**config.mk**
```make
export PLATFORM = sky130hd
export DESIGN_NAME = fmul_writeback
export DESIGN_NICKNAME = d
export VERILOG_FILES = /design/src/rtl/fmul_pkg.sv /design/src/rtl/fmul_writeback.sv
export SDC_FILE = /design/constraint.sdc
export NUM_CORES = 1
export LEC_CHECK = 0
export BUFFER_PORTS_ARGS = -buffer_cell sky130_fd_sc_hd__buf_2
export CORE_ASPECT_RATIO = 1.1
export CORE_MARGIN = 5
export CORE_UTILIZATION = 45
export DETAILED_ROUTE_END_ITERATION = 10
export PLACE_DENSITY = 0.72
export SETUP_SLACK_MARGIN = 0.1
export SLEW_MARGIN = 20
export SYNTH_ARGS = -nofsm -noshare
export SYNTH_HDL_FRONTEND = slang
export SYNTH_SLANG_ARGS = --single-unit
```
**constraint.sdc**
```tcl
create_clock -name i_clk -period 1.8 [get_ports i_clk]
set_input_delay 0 -clock i_clk [delete_from_list [all_inputs] [get_ports i_clk]]
set_output_delay 0 -clock i_clk [all_outputs]
set_load 0.005 [all_outputs]
```
**src/rtl/fmul_pkg.sv**
```systemverilog
// Shared types and helpers for the FMUL writeback stage.
// Holds the retire FSM encoding and the result-zero test.
package fmul_pkg;

  typedef enum logic [1:0] {
    IDLE  = 2'd0,
    WR_LO = 2'd1,
    WR_HI = 2'd2
  } state_e;

  localparam int REG_R0 = 0;

  function automatic logic is_zero16(input logic [15:0] v);
    return (v == 16'h0000);
  endfunction

endpackage

```
**src/rtl/fmul_writeback.sv**
```systemverilog
// FMUL result writeback: retires {r1,r0} through one 8-bit port
// over two cycles, then updates C/Z and counts the operation.
module fmul_writeback
  import fmul_pkg::*;
#(
  parameter int DST_LO = REG_R0,
  parameter int AW     = 5,
  parameter int CNT_W  = 16
) (
  input  logic             i_clk,
  input  logic             i_rst_n,
  input  logic             i_valid,
  output logic             o_ready,
  input  logic [7:0]       i_r1,
  input  logic [7:0]       i_r0,
  input  logic             i_c,
  input  logic             i_hold,
  output logic             o_we,
  output logic [AW-1:0]    o_waddr,
  output logic [7:0]       o_wdata,
  output logic             o_sreg_we,
  output logic             o_flag_c,
  output logic             o_flag_z,
  output logic             o_busy,
  output logic [CNT_W-1:0] o_op_cnt
);

  localparam logic [AW-1:0] A_LO = AW'(DST_LO);
  localparam logic [AW-1:0] A_HI = A_LO + 1'b1;

  state_e           state_q, state_d;
  logic [7:0]       r1_q, r1_d;
  logic [7:0]       r0_q, r0_d;
  logic             c_q, c_d;
  logic             z_q, z_d;
  logic [CNT_W-1:0] cnt_q, cnt_d;
  logic             accept;

  assign o_ready = i_rst_n && !i_hold &&
                   (state_q == IDLE || state_q == WR_HI);
  assign accept  = i_valid && o_ready;

  always_comb begin
    state_d = state_q;
    r1_d    = r1_q;
    r0_d    = r0_q;
    c_d     = c_q;
    z_d     = z_q;
    cnt_d   = cnt_q;
    unique case (state_q)
      IDLE: begin
        if (accept) state_d = WR_LO;
      end
      WR_LO: begin
        if (!i_hold) state_d = WR_HI;
      end
      WR_HI: begin
        if (!i_hold) begin
          cnt_d   = cnt_q + 1'b1;
          state_d = accept ? WR_LO : IDLE;
        end
      end
      default: state_d = IDLE;
    endcase
    if (accept) begin
      r1_d = i_r1;
      r0_d = i_r0;
      c_d  = i_c;
      z_d  = is_zero16({i_r1, i_r0});
    end
  end

  always_ff @(posedge i_clk or negedge i_rst_n) begin
    if (!i_rst_n) begin
      state_q <= IDLE;
      r1_q    <= '0;
      r0_q    <= '0;
      c_q     <= 1'b0;
      z_q     <= 1'b0;
      cnt_q   <= '0;
    end else begin
      state_q <= state_d;
      r1_q    <= r1_d;
      r0_q    <= r0_d;
      c_q     <= c_d;
      z_q     <= z_d;
      cnt_q   <= cnt_d;
    end
  end

  // Strobes come from registered state/capture; hold only masks them.
  always_comb begin
    o_we      = 1'b0;
    o_waddr   = '0;
    o_wdata   = '0;
    o_sreg_we = 1'b0;
    o_flag_c  = 1'b0;
    o_flag_z  = 1'b0;
    unique case (state_q)
      WR_LO: begin
        o_we    = !i_hold;
        o_waddr = A_LO;
        o_wdata = r0_q;
      end
      WR_HI: begin
        o_we      = !i_hold;
        o_waddr   = A_HI;
        o_wdata   = r1_q;
        o_sreg_we = !i_hold;
        o_flag_c  = c_q;
        o_flag_z  = z_q;
      end
      default: ;
    endcase
  end

  assign o_busy   = (state_q != IDLE);
  assign o_op_cnt = cnt_q;

endmodule

```
* After elaboration in Yosys (flattened, before gate mapping)
Cells that the tools add are included.
** Word-level totals
- Register bits after elaboration :: 36
- Input bits :: 21
- Output and inout port bits :: 35
- Logic and storage cells :: 35
** Operators by class
- Add/subtract/negate cells :: 1
- Eq/ne operators :: 5
- Mux-type cells :: 11
- Bitwise gates (word level) :: 1
- Reduce and logical (&&, ||, !) cells :: 11
** Operators by type and width (number)
- 16-bit by 1-bit adder with 16-bit output, second input constant :: 1
- 16-bit zero test :: 1
- 8-bit one-hot mux with 2 select lines :: 1
- 1-bit two-way mux :: 6
- 2-bit two-way mux :: 3
- 2-bit != test, second input constant :: 3
- 2-bit one-hot mux with 3 select lines :: 1
- 1-bit logical AND :: 3
- 3-bit AND reduction :: 1
- 2-bit by 1-bit == test with 1-bit output, second input constant :: 1
- 2-bit == test, second input constant :: 1
- 2-bit zero test :: 1
- 2-bit AND reduction :: 1
- 2-bit nonzero test :: 1
- 2-bit OR reduction :: 1
- 1-bit zero test :: 1
- 1-bit logical OR :: 1
- 1-bit inverter :: 1

* Depth between registers and ports, before layout
- Depth in word-level cells :: 7
- Mapped depth :: 7
- Mapped depth without buffers :: 6

* Worst setup path before layout
No wires, ideal clock.
- Path kind :: register to register
- From :: register state_q[0]
- To :: register cnt_q[5], in the netlist o_op_cnt[5]
- Library setup time :: 0.123 ns
- Data arrival time :: 1.490 ns
- Required time :: 1.677 ns
- Setup slack :: 0.186 ns
- Stages on the path, launching flop included :: 8
- Buffers on the path :: 1
- Period minus slack after synthesis :: 1.614 ns
- Cells stage by stage :: dfrtp_1 > inv_1 > ha_1 > nor2b_4 > buf_6 > nand4_2 > or2_1 > xnor2_1
** On the way
- Longest elaborated chain between the ends :: 2
** Ends and longest elaborated chain
- from (decl) :: RTL line fmul_writeback.sv:31 : state_e state_q, state_d;
- from (signal assigned) :: RTL line fmul_writeback.sv:82 : state_q <= state_d;
- 2-bit == test :: RTL line fmul_writeback.sv:50 : unique case (state_q)
- 2-bit AND reduction (no source line)
- to (signal assigned) :: RTL line fmul_writeback.sv:87 : cnt_q <= cnt_d;
- to (decl) :: RTL line fmul_writeback.sv:36 : logic [CNT_W-1:0] cnt_q, cnt_d;
No other way between the ends.
A chain may end at the register's enable or synchronous reset.

* Worst setup path after layout
- From :: register state_q[1]
- To :: register r0_q[0]
** On the way
- Longest elaborated chain between the ends :: 4
- Elaborated cells between the ends (all ways) :: 5
- Those cells by class :: eq/ne: 1; reduce/logical: 4
** Ends and longest elaborated chain
- 2-bit == test or 2-bit zero test (tied branches) :: RTL line fmul_writeback.sv:40 : (state_q == IDLE || state_q == WR_HI);
- 1-bit logical OR (*) :: RTL line fmul_writeback.sv:40
- 1-bit logical AND (*) :: RTL line fmul_writeback.sv:39 : assign o_ready = i_rst_n && !i_hold &&
- 1-bit logical AND (*) :: RTL line fmul_writeback.sv:41 : assign accept = i_valid && o_ready;
- to (signal assigned) :: RTL line fmul_writeback.sv:84 : r0_q <= r0_d;
- to (decl) :: RTL line fmul_writeback.sv:33 : logic [7:0] r0_q, r0_d;
Every way passes the cells marked *; elsewhere a longest branch is shown, timed or not.

==> metrics.md <==
| Metric | Value |
|---|---|
| Largest net degree at the start of global routing | `37` |
| Worst-Skew Late Latency | `approximately 0.29 ns` |
| MaxCap Viol Count | `0` |
| Setup TNS | `0 ns` |
| Drt drc | `0` |
| Clk pin slew, worst setup/hold paths | `about 0.070 ns` |
| Hold WC Path Type | `input pin to flip-flop` |
| Internal Pwr Total | `approximately 1800 uW` |
| Setup ws final | `between 0.1 and 0.15 ns` |
| PortBufs | `~50` |
| P&R area growth vs syn | `35.2%` |
| Seq cells post-synth | `36` |
| Worst R2R Path Depth | `5` |
| Final-layout fill cell count | `around 300` |
| VDD IR max | `between 0.6 and 0.7 mV` |
| Leak pwr | `around 0.0012 uW` |
| Final #Nets | `around 260` |
| Dpl hpwl | `just over 3 mm` |
| H-tree depth | `2` |
| Crit-path max FO | `13` |
| Total Routing Usage GR | `0.173` |
| Initial antenna violation count | `0` |
| Worst path cell trace | `inv_1 > ha_1 > o211ai_1 > buf_6 > mux2_2` |
| Syn Area/Cell | `between 10 and 15 um2` |
| Post-detailed-route via-to-cell ratio | `5.04` |
| Hold violation count in the final report | `0` |
| Endpoints failing setup | `0` |
| DRT antenna net count | `0` |
| Number of antenna diodes | `0` |
| Crit path time final | `1.68 ns` |
| Max Fclk | `between 500 and 600 MHz` |
| Initial core utilization | `0.474` |
| Combinational fraction of design power | `0.330` |
| Vias | `~1,400` |
| Vias in the first global route | `1,531` |
| CTS Sinks | `36` |
| Setup Skew | `between 0.01 and 0.015 ns` |
| Root buf cell | `clkbuf_8` |
| Tot Pwr | `around 2600 uW` |
| IO Count | `between 50 and 60` |
| Dpl cell area | `between 0.002 and 0.0025 mm2` |
| Layout cells sized above 1 | `0.404` |
| Row Count | `23` |
| Switching Share | `0.314` |
| Clock power share | `0.201` |
| Critical Path Max Stage Delay | `approximately 0.4 ns` |
| Slew Viols, Final | `0` |
| Gr ovfl total | `0` |
| CTS tree | `done` |
| Reg2reg start | `state_q[1]$_DFFE_PN0P_` |
| Mux contribution to synthesized area | `0.122` |
| Most common cell after layout, fill and taps aside | `buf_2` |
| Max clock buf depth | `2` |
| Sequential-to-total area share from yosys stat | `0.512` |
| R2r setup slk | `around 0.12 ns` |
| Status | `finished, final reports clean` |
| Most frequent cells in the layout | `buf_2 (51), dfrtp_1 (36), mux2_2 (19), dlygate4sd3_1 (18), xnor2_1 (14)` |
| Sw Pwr | `approximately 830 uW` |
| Synth Cell Area | `0.00176 mm2` |
| Finished Cell Area | `~0.0024 mm2` |
| Drt total wl | `between 4 and 5 mm` |
| RSZ-0062 raised after global routing | `yes` |
| Worst setup path start | `state_q[1]$_DFFE_PN0P_` |
| Synth Area in Compound Gates | `0.0576` |
| DRT iter0 DRCs | `between 60 and 70` |
| CP max stage cell | `dfrtp_1` |
| Setup WS pre-CTS | `~0.041 ns` |
| Synth unique cells | `30` |
| R2R Path End | `r0_q[0]$_DFFE_PN0P_` |
| Post-Synth XOR/XNOR Area | `0.0746` |
| Worst Path Class, Setup | `flip-flop to flip-flop` |
| Die Height | `75.6 um` |
| WL/cell | `approximately 15 um` |
| Cell count after synthesis | `approximately 150` |
| Required time of the critical path | `a little under 2 ns` |
| Total core area | `around 0.0037 mm2` |
| CP Launch Type | `flip-flop` |
| Seq pwr share | `0.468` |
| Yosys Warn Count | `0` |
| Simple logic cell fraction of the synthesized area | `0.148` |
| Storage cell area | `roughly 900 um2` |
| Final Cycle Share | `0.933` |
| Worst endpoint data arrival time | `between 1.5 and 2 ns` |
| 1st-pass router iterations | `4` |
| First-pass GRT wire length | `7.16 mm` |
| Gp weighted congestion | `0.831` |
| Largest family of logic cells by synthesized area | `simple AND/OR/NAND/NOR gates` |
| Die area | `between 0.005 and 0.006 mm2` |
| Power Density | `1110 mW/mm2` |
| Area of the multi-input gates | `about 800 um2` |
| Adder-Cell Fraction of Synth Area | `0.0426` |
| Worst Setup End Kind | `flip-flop` |
| Total CTS buffers | `5` |
| Chip width | `slightly below 70 um` |
| Crit path to | `r0_q[0]$_DFFE_PN0P_` |
[worst min path at each step]
stage | from | endpoint | cells past startpoint
5_1_grt | i_valid | state_q[0]$_DFFE_PN0P_ | 4
4_1_cts | i_hold | o_op_cnt[6]$_DFFE_PN0P_ | 4
3_5_place_dp | i_rst_n | r0_q[5]$_DFFE_PN0P_ | 2
6_report | i_valid | state_q[0]$_DFFE_PN0P_ | 4
2_1_floorplan | i_rst_n | c_q$_DFFE_PN0P_ | 0
3_3_place_gp | i_rst_n | r0_q[5]$_DFFE_PN0P_ | 2
[stage by stage]
step                      std cells  hold slack (ns)  utilization
final                           278            0.149        0.641
after floorplan                 150           -0.296            -
after CTS                       274            0.106        0.632
after global routing            278            0.167        0.641
after detailed placement        248           0.0850        0.559
after global placement          248           0.0713        0.559
[layer usage]
metal,track usage,up-vias,wire (um)
li1,-,667,-
met1,0.195,679,1760
met2,0.314,49,2060
met3,0.0580,7,293
met4,0.0574,0,70
met5,0,-,0
[state kept, by name, indices dropped and copies added (netlist names)]
name      cells
state_q       2
c_q           1
o_op_cnt     16
r1_q          8
r0_q          8
z_q           1
[cell type report]
type                       instances  area share
inverter                           4     0.00631
tap                               50      0.0263
clock buffer                       6      0.0305
clock inverter                     1     0.00210
timing repair buffer              80       0.219
sequential                        36       0.379
multi-input combinational        101       0.337
[critical path, delay by kind of cell (launching register included)]
kind,cells,cell delay (ns)
adders and majority gates,1,0.22
buffers and inverters,2,0.31
AOI/OAI and AO/OA,1,0.28
muxes,1,0.35
DFF,1,0.39
[cells by family after synthesis]
group / count (synthesis)
and+or+nand+nor: 43
DFF: 36
muxes: 19
xor gates and xnor gates: 15
AOI/OAI and AO/OA: 14
buffers and inverters: 13
adders and majority gates: 6
other: 1
[cells in the mapped netlist]
library cell	count	area, um2
and2_1	2	12.5
nor2b_4	1	13.8
nand3_1	4	20.0
inv_1	4	15.0
and3_1	2	12.5
o32ai_1	1	8.76
ha_1	6	75.1
xor2_1	1	8.76
buf_2	2	10.0
conb_1	1	3.75
clkbuf_1	2	7.51
or2_1	1	6.26
mux2_2	19	214
nor4_1	4	25.0
nand2_1	7	26.3
o211ai_1	1	7.51
and4_1	2	17.5
xnor2_1	14	123
buf_6	1	11.3
nor2_1	3	11.3
dfrtp_1	36	901
nor2b_2	1	8.76
a22oi_1	8	60.1
buf_4	4	30.0
nand4_1	6	37.5
nor2b_1	9	56.3
nand4_2	1	12.5
o21ai_0	1	5.00
o21a_1	2	15.0
a21oi_1	1	5.00
[power groups by stage]
stage	Sequential, uW	Combinational (uW)	Clock [uW]
floorplan	1190	524	0
global placement	1230	750	0
detailed placement	1250	797	0
CTS	1230	850	550
global route	1260	969	582
finish	1230	869	529
[repair_timing]
| item | 4_1_cts | 5_1_grt |
|---|---|---|
| hold buffers | 18 | 0 |
| setup endpoints to repair | 5 | 17 |
| resized for setup | 2 | 2 |
| pin swaps | 0 | 1 |
| endpoints found under the hold margin | 53 | 0 |
| buffers inserted | 1 | 4 |
Power figures use the tool's default switching activity.
